<file path="src/rtl/seg7_pkg.sv">
// Shared definitions for the two-digit seven-segment scan driver.
// Holds the scan state encoding, the blanking constants and the
// active-high hex segment table (bit order g,f,e,d,c,b,a).
package seg7_pkg;

  typedef enum logic [1:0] {
    SHOW_L = 2'd0,
    GAP_L  = 2'd1,
    SHOW_H = 2'd2,
    GAP_H  = 2'd3
  } scan_state_t;

  localparam logic [6:0] SEG_BLANK = 7'h7F;
  localparam logic [1:0] AN_OFF    = 2'b11;

  // Active-high patterns, index = nibble value 0..F.
  localparam logic [6:0] SEG_HEX [16] = '{
    7'h3F, 7'h06, 7'h5B, 7'h4F, 7'h66, 7'h6D, 7'h7D, 7'h07,
    7'h7F, 7'h6F, 7'h77, 7'h7C, 7'h39, 7'h5E, 7'h79, 7'h71
  };

endpackage

</file>
<file path="src/rtl/seg7_dec.sv">
// Hex nibble to seven-segment decoder for a common-anode display.
// Ports:
//   nib  in  4  nibble to display (0..F)
//   seg  out 7  segments g..a, active-low
module seg7_dec (
  input  logic [3:0] nib,
  output logic [6:0] seg
);
  import seg7_pkg::*;

  assign seg = ~SEG_HEX[nib];

endmodule

</file>
<file path="src/rtl/seg7_scan.sv">
// Two-digit multiplexed seven-segment driver. Snapshots {QH,QL} once per
// frame, scans low then high digit with an all-off gap after each, and
// stretches the one-cycle carry C into a decimal-point flash.
// Ports:
//   Clk  in  1  system clock
//   MR   in  1  asynchronous active-low reset
//   QH   in  4  high nibble
//   QL   in  4  low nibble
//   C    in  1  carry flag (one-cycle pulse)
//   seg  out 7  segments g..a, active-low, registered
//   dp   out 1  decimal point, active-low, registered
//   an   out 2  digit enables (an[0]=low), active-low, registered
//
// state  | meaning
// SHOW_L | low digit lit for SCAN_DIV cycles
// GAP_L  | all digits off for DEAD cycles
// SHOW_H | high digit lit (or blanked if zero) for SCAN_DIV cycles
// GAP_H  | all digits off for DEAD cycles; leaving it takes a new snapshot
module seg7_scan #(
  parameter int SCAN_DIV = 1000,
  parameter int DEAD     = 4,
  parameter int DP_HOLD  = 50000,
  parameter int BLANK_LZ = 1
) (
  input  logic       Clk,
  input  logic       MR,
  input  logic [3:0] QH,
  input  logic [3:0] QL,
  input  logic       C,
  output logic [6:0] seg,
  output logic       dp,
  output logic [1:0] an
);
  import seg7_pkg::*;

  localparam int PH_MAX = (SCAN_DIV > DEAD) ? SCAN_DIV : DEAD;
  localparam int PH_W   = $clog2(PH_MAX);
  localparam int HOLD_W = $clog2(DP_HOLD + 1);

  scan_state_t       state, state_n;
  logic [PH_W-1:0]   ph, ph_n;
  logic              ph_last;
  logic [3:0]        snap_h, snap_l, snap_h_n, snap_l_n;
  logic              c_q;
  logic [HOLD_W-1:0] hold, hold_n;
  logic [1:0]        an_n;
  logic [6:0]        seg_n;
  logic              dp_n;
  logic [3:0]        dec_nib;
  logic [6:0]        dec_seg;

  seg7_dec u_dec (
    .nib (dec_nib),
    .seg (dec_seg)
  );

  always_ff @(posedge Clk or negedge MR) begin
    if (!MR) begin
      state  <= SHOW_L;
      ph     <= '0;
      snap_h <= '0;
      snap_l <= '0;
      c_q    <= 1'b0;
      hold   <= '0;
      an     <= AN_OFF;
      seg    <= SEG_BLANK;
      dp     <= 1'b1;
    end else begin
      state  <= state_n;
      ph     <= ph_n;
      snap_h <= snap_h_n;
      snap_l <= snap_l_n;
      c_q    <= C;
      hold   <= hold_n;
      an     <= an_n;
      seg    <= seg_n;
      dp     <= dp_n;
    end
  end

  always_comb begin
    state_n = state;
    ph_n    = ph + 1'b1;
    if (state == SHOW_L || state == SHOW_H)
      ph_last = (ph == PH_W'(SCAN_DIV - 1));
    else
      ph_last = (ph == PH_W'(DEAD - 1));
    if (ph_last) begin
      ph_n = '0;
      case (state)
        SHOW_L:  state_n = GAP_L;
        GAP_L:   state_n = SHOW_H;
        SHOW_H:  state_n = GAP_H;
        default: state_n = SHOW_L;
      endcase
    end

    // Snapshot is taken on the edge that re-enters SHOW_L, so both digits
    // of one frame always come from the same counter value.
    snap_h_n = snap_h;
    snap_l_n = snap_l;
    if (state == GAP_H && ph_last) begin
      snap_h_n = QH;
      snap_l_n = QL;
    end

    // Only a rising edge of C (re)loads the stretch timer.
    hold_n = hold;
    if (C && !c_q)
      hold_n = HOLD_W'(DP_HOLD);
    else if (hold != '0)
      hold_n = hold - 1'b1;
  end

  // Outputs are decoded from next-state values so the registered outputs
  // change on the same edge as the state.
  always_comb begin
    an_n    = AN_OFF;
    dec_nib = snap_l_n;
    case (state_n)
      SHOW_L: an_n = 2'b10;
      SHOW_H: begin
        dec_nib = snap_h_n;
        if (!(BLANK_LZ != 0 && snap_h_n == 4'd0))
          an_n = 2'b01;
      end
      default: an_n = AN_OFF;
    endcase
    seg_n = (an_n == AN_OFF) ? SEG_BLANK : dec_seg;
    dp_n  = !((an_n != AN_OFF) && (hold_n != '0));
  end

endmodule
</file>
<file path="config.mk">
export PLATFORM = sky130hd
export DESIGN_NAME = seg7_scan
export DESIGN_NICKNAME = d
export VERILOG_FILES = /design/src/rtl/seg7_pkg.sv /design/src/rtl/seg7_dec.sv /design/src/rtl/seg7_scan.sv
export SDC_FILE = /design/constraint.sdc
export NUM_CORES = 1
export LEC_CHECK = 0
export BUFFER_PORTS_ARGS = -buffer_cell sky130_fd_sc_hd__buf_2
export CAP_MARGIN = 5
export CORE_ASPECT_RATIO = 2
export CORE_MARGIN = 8
export CORE_UTILIZATION = 50
export DETAILED_ROUTE_END_ITERATION = 10
export PLACE_DENSITY = 0.78
export SLEW_MARGIN = 10
export SYNTH_ARGS = -nofsm -noshare
export SYNTH_HDL_FRONTEND = slang
export SYNTH_SLANG_ARGS = --single-unit
</file>
<file path="constraint.sdc">
create_clock -name Clk -period 3.2 [get_ports Clk]
set_input_delay 0 -clock Clk [delete_from_list [all_inputs] [get_ports Clk]]
set_output_delay 0 -clock Clk [all_outputs]
set_load 0.02 [all_outputs]
</file>
==> results by group <==
Status
  • Status: completed

Route
  • Top layer reached by signal wires: met4
  • Wire per inst: around 17 um
  • Met3 routed WL: approximately 290 um
  • Routed wl met2: between 3000 and 4000 um
  • # DRC: 0
  • ANT nets after route: 0
  • Vias/cell: roughly 5.9
  • M1 WL: around 2300 um
  • Final wirelength: approximately 6500 um
  • Detailed Routing Iterations Pass 1: 4
  • First-iteration detailed-routing DRC count: 150
  • Routed via count: 2222

Synth
  • Top-count cell post-synth: dfrtp_1
  • Commonest cells in the netlist: 37 x dfrtp_1, 28 x nor2_1, 18 x nand2_1
  • Yosys cell types: 57
  • Synthesized cell area: about 2800 um2
  • Prevailing post-synth register cell: dfrtp_1
  • Syn Inst Count: around 270
  • Post-synth EDFFs: 0
  • Post-synth net total: 294
  • Area leader, netlist: dfrtp_1
  • Top-area cell type share of the netlist area: 0.336
  • Asr flop ratio synth: 1.00
  • Avg Inst Size Synth: around 10 um2
  • Yosys reg bits: 47
  • Yosys warns: 0
  • Synth area leaders: dfrtp_1 34%, dfstp_2 9.5%, ha_1 5.4%, mux2i_1 4.7%, nor2_1 3.8%
  • Post-synthesis sequential area ratio: 0.431

STA
  • RSZ-0062 raised after global routing: no
  • Fin Hold WS: between 300 and 400 ps
  • Worst Skew: 8.78 ps
  • Max Transition Viols Final: 0
  • Fin. Hold Viols: 0
  • Setup TNS: 0 ps
  • Period utilization: 0.934
  • Final worst slack: 211 ps
  • Least-Margin Pin Slew: slightly above 1000 ps
  • # setup viols final: 0
  • Max Clk Rate: roughly 0.33 GHz
  • Minimum clock period: around 3000 ps
  • Rel. slew slack: 0.316

Finish
  • Nets: 340
  • Layout cell share with drive strength beyond 1: 0.230
  • Antenna cell count: 0
  • Area growth from synthesis to layout: 17.6%

Worst setup path
  • Crit Path Max Fanout: 6
  • Crit-path cells: or4_4 > nor4_4 > o21a_2 > o21ai_2 > mux2_2 > clkinv_1 > ha_1 > mux2_1 > o32a_1
  • Data arrival, critical path: around 3200 ps
  • Critical Path RT: between 3000 and 4000 ps
  • CP delay by family, top: simple AND/OR/NAND/NOR gates
  • Worst setup SP type: register
  • Worst path slowest cell: or4_4
  • Reg-to-reg slack, setup: between 200 and 250 ps
  • Worst path max stage delay: about 560 ps
  • Worst Path Buf+Inv: 1
  • CP Capture Type: register
  • Crit Path Category: register to register

Floorplanning
  • DIE WIDTH: 68.5 um
  • Die ar.: around 8300 um2
  • Num rows: 38
  • Initial Util: 0.513
  • Core region area: ~5400 um2
  • Die Y: between 100 and 150 um
  • Ports: 21

Pwr
  • Leak: 0.00141 uW
  • Net Sw Power: approximately 460 uW
  • Pwr Total: between 1000 and 1500 uW
  • Sw Ratio: 0.307
  • Clock power share: 0.313
  • Reg power frac: 0.480
  • Cell-internal power: around 1000 uW
  • VDD IR max: roughly 0.00043 V
  • Power density cells: roughly 460 nW/um2
  • Combinational power share: 0.207

Place
  • Final Wtd Congestion: just under 1
  • Pre-CTS WS: about 140 ps
  • PortBufs: 20
  • Hpwl dp: roughly 4700 um

Clock tree
  • CTS tree: done
  • Cts bufs inserted: 5
  • Clock Sinks: 47
  • H-tree depth: 2
  • Root Buffer Master: clkbuf_8
  • Clock-pin slew on the worst setup and hold paths: roughly 90 ps
  • Clock Tree Buf Depth: 2
  • Clk_lat worst skew: between 300 and 400 ps

GRT
  • Largest net degree at the start of global routing: between 40 and 50
  • Vias in the first global route: 2262
  • GRT Total Usage: 0.165
  • Initial antenna violation count: 0
  • GRT overflow: 0
  • First-pass GRT wire length: 10500 um

Hold path
  • Min-delay worst type: input pin to register

Job
  • Max Cap Violations: 0
## through the flow
| step | instances | instance area, um2 | util |
|---|---|---|---|
| global route | 378 | 3240 | 0.604 |
| detailed placement | 354 | 2970 | 0.552 |
| CTS | 372 | 3190 | 0.593 |
| floorplan | 271 | 2760 | - |
| finish | 378 | 3240 | 0.604 |
| global placement | 354 | 2970 | 0.552 |
## power groups by stage
stage | Clock (uW) | Combinational [uW] | Sequential (uW)
2_1_floorplan | 0 | 194 | 716
3_3_place_gp | 0 | 287 | 718
3_5_place_dp | 0 | 293 | 721
4_1_cts | 478 | 304 | 710
5_1_grt | 503 | 341 | 719
6_report | 464 | 307 | 712
## state kept, by name (all words and copies together) (netlist names)
name,cells
hold,16
ph,10
seg,7
snap_h,4
snap_l,4
an,2
state,2
c_q,1
dp,1
## placed cells by master (no fill, tap or decap), types with 2 or more instances in the layout
cell type / Yosys / final
inv_1: 13 / 13
nand4_1: 4 / 4
clkbuf_8: 0 / 6
or3_1: 5 / 5
a21oi_1: 8 / 8
a211oi_1: 4 / 4
o211ai_1: 2 / 2
o21a_1: 2 / 2
dfrtp_1: 37 / 37
a211o_1: 3 / 3
nor4_4: 2 / 2
xor2_1: 11 / 11
mux2i_1: 13 / 12
nor3_1: 9 / 9
nand2b_1: 2 / 2
o31ai_1: 2 / 2
buf_4: 0 / 14
nor4_1: 3 / 3
and3_1: 5 / 5
o2111a_1: 2 / 2
dlygate4sd3_1: 0 / 10
nor3b_1: 3 / 3
nand3_1: 10 / 10
nor2b_1: 5 / 5
and2_1: 4 / 4
nor2_1: 28 / 28
o311ai_1: 2 / 2
ha_1: 12 / 12
nand2_1: 18 / 18
o221ai_1: 4 / 4
dfstp_2: 10 / 10
buf_2: 1 / 20
or4_1: 3 / 3
mux2_2: 5 / 5
xnor2_1: 8 / 8
o21ai_0: 5 / 5
## layout make-up
cell class / instances / area [um2]
fill: 455 / 2130
multi-input combinational: 205 / 1500
sequential: 47 / 1190
timing repair buffer: 44 / 305
clock buffer: 6 / 82.6
tap: 60 / 75.1
inverter: 14 / 52.6
clock inverter: 2 / 38.8
## per-layer routing
layer	vias to the layer above	global-route usage
li1	1069	-
met1	1076	0.160
met2	56	0.298
met3	21	0.0287
met4	0	0.103
met5	-	0
## worst register-to-register path, cell delays in order, from the launching register on
cell	delay, ps
dfrtp_1	430
or4_4	560
nor4_4	360
o21a_2	260
o21ai_2	110
mux2_2	340
clkinv_1	130
ha_1	280
mux2_1	300
o32a_1	150
## cells by family after synthesis
logic type,synth area share
flops,0.431
buf+inv,0.0290
mux,0.0717
compound gates,0.133
fa+ha+maj,0.0544
xor+xnor,0.0603
simple gates,0.220
## path summary, 6_finish.rpt
| path | startpoint | to | cells after the start |
|---|---|---|---|
| min in group asynchronous | MR | ph[5] | 2 |
| setup / recovery | ph[6] | seg[3] | 9 |
| hold reg to reg | ph[0] | ph[0] | 1 |
| hold / removal | C | c_q | 2 |
| max in group asynchronous | MR | hold[14] | 2 |
| setup reg to reg | ph[6] | seg[3] | 9 |
## what timing repair did
| action | 4_1_cts | 5_1_grt |
|---|---|---|
| resized for setup | 0 | 2 |
| buffers inserted | 0 | 6 |
| endpoints found under the hold margin | 46 | 0 |
| hold buffers | 10 | 0 |
| endpoints found under the setup margin | 0 | 1 |
No activity file was read; power rests on OpenSTA's default activity.
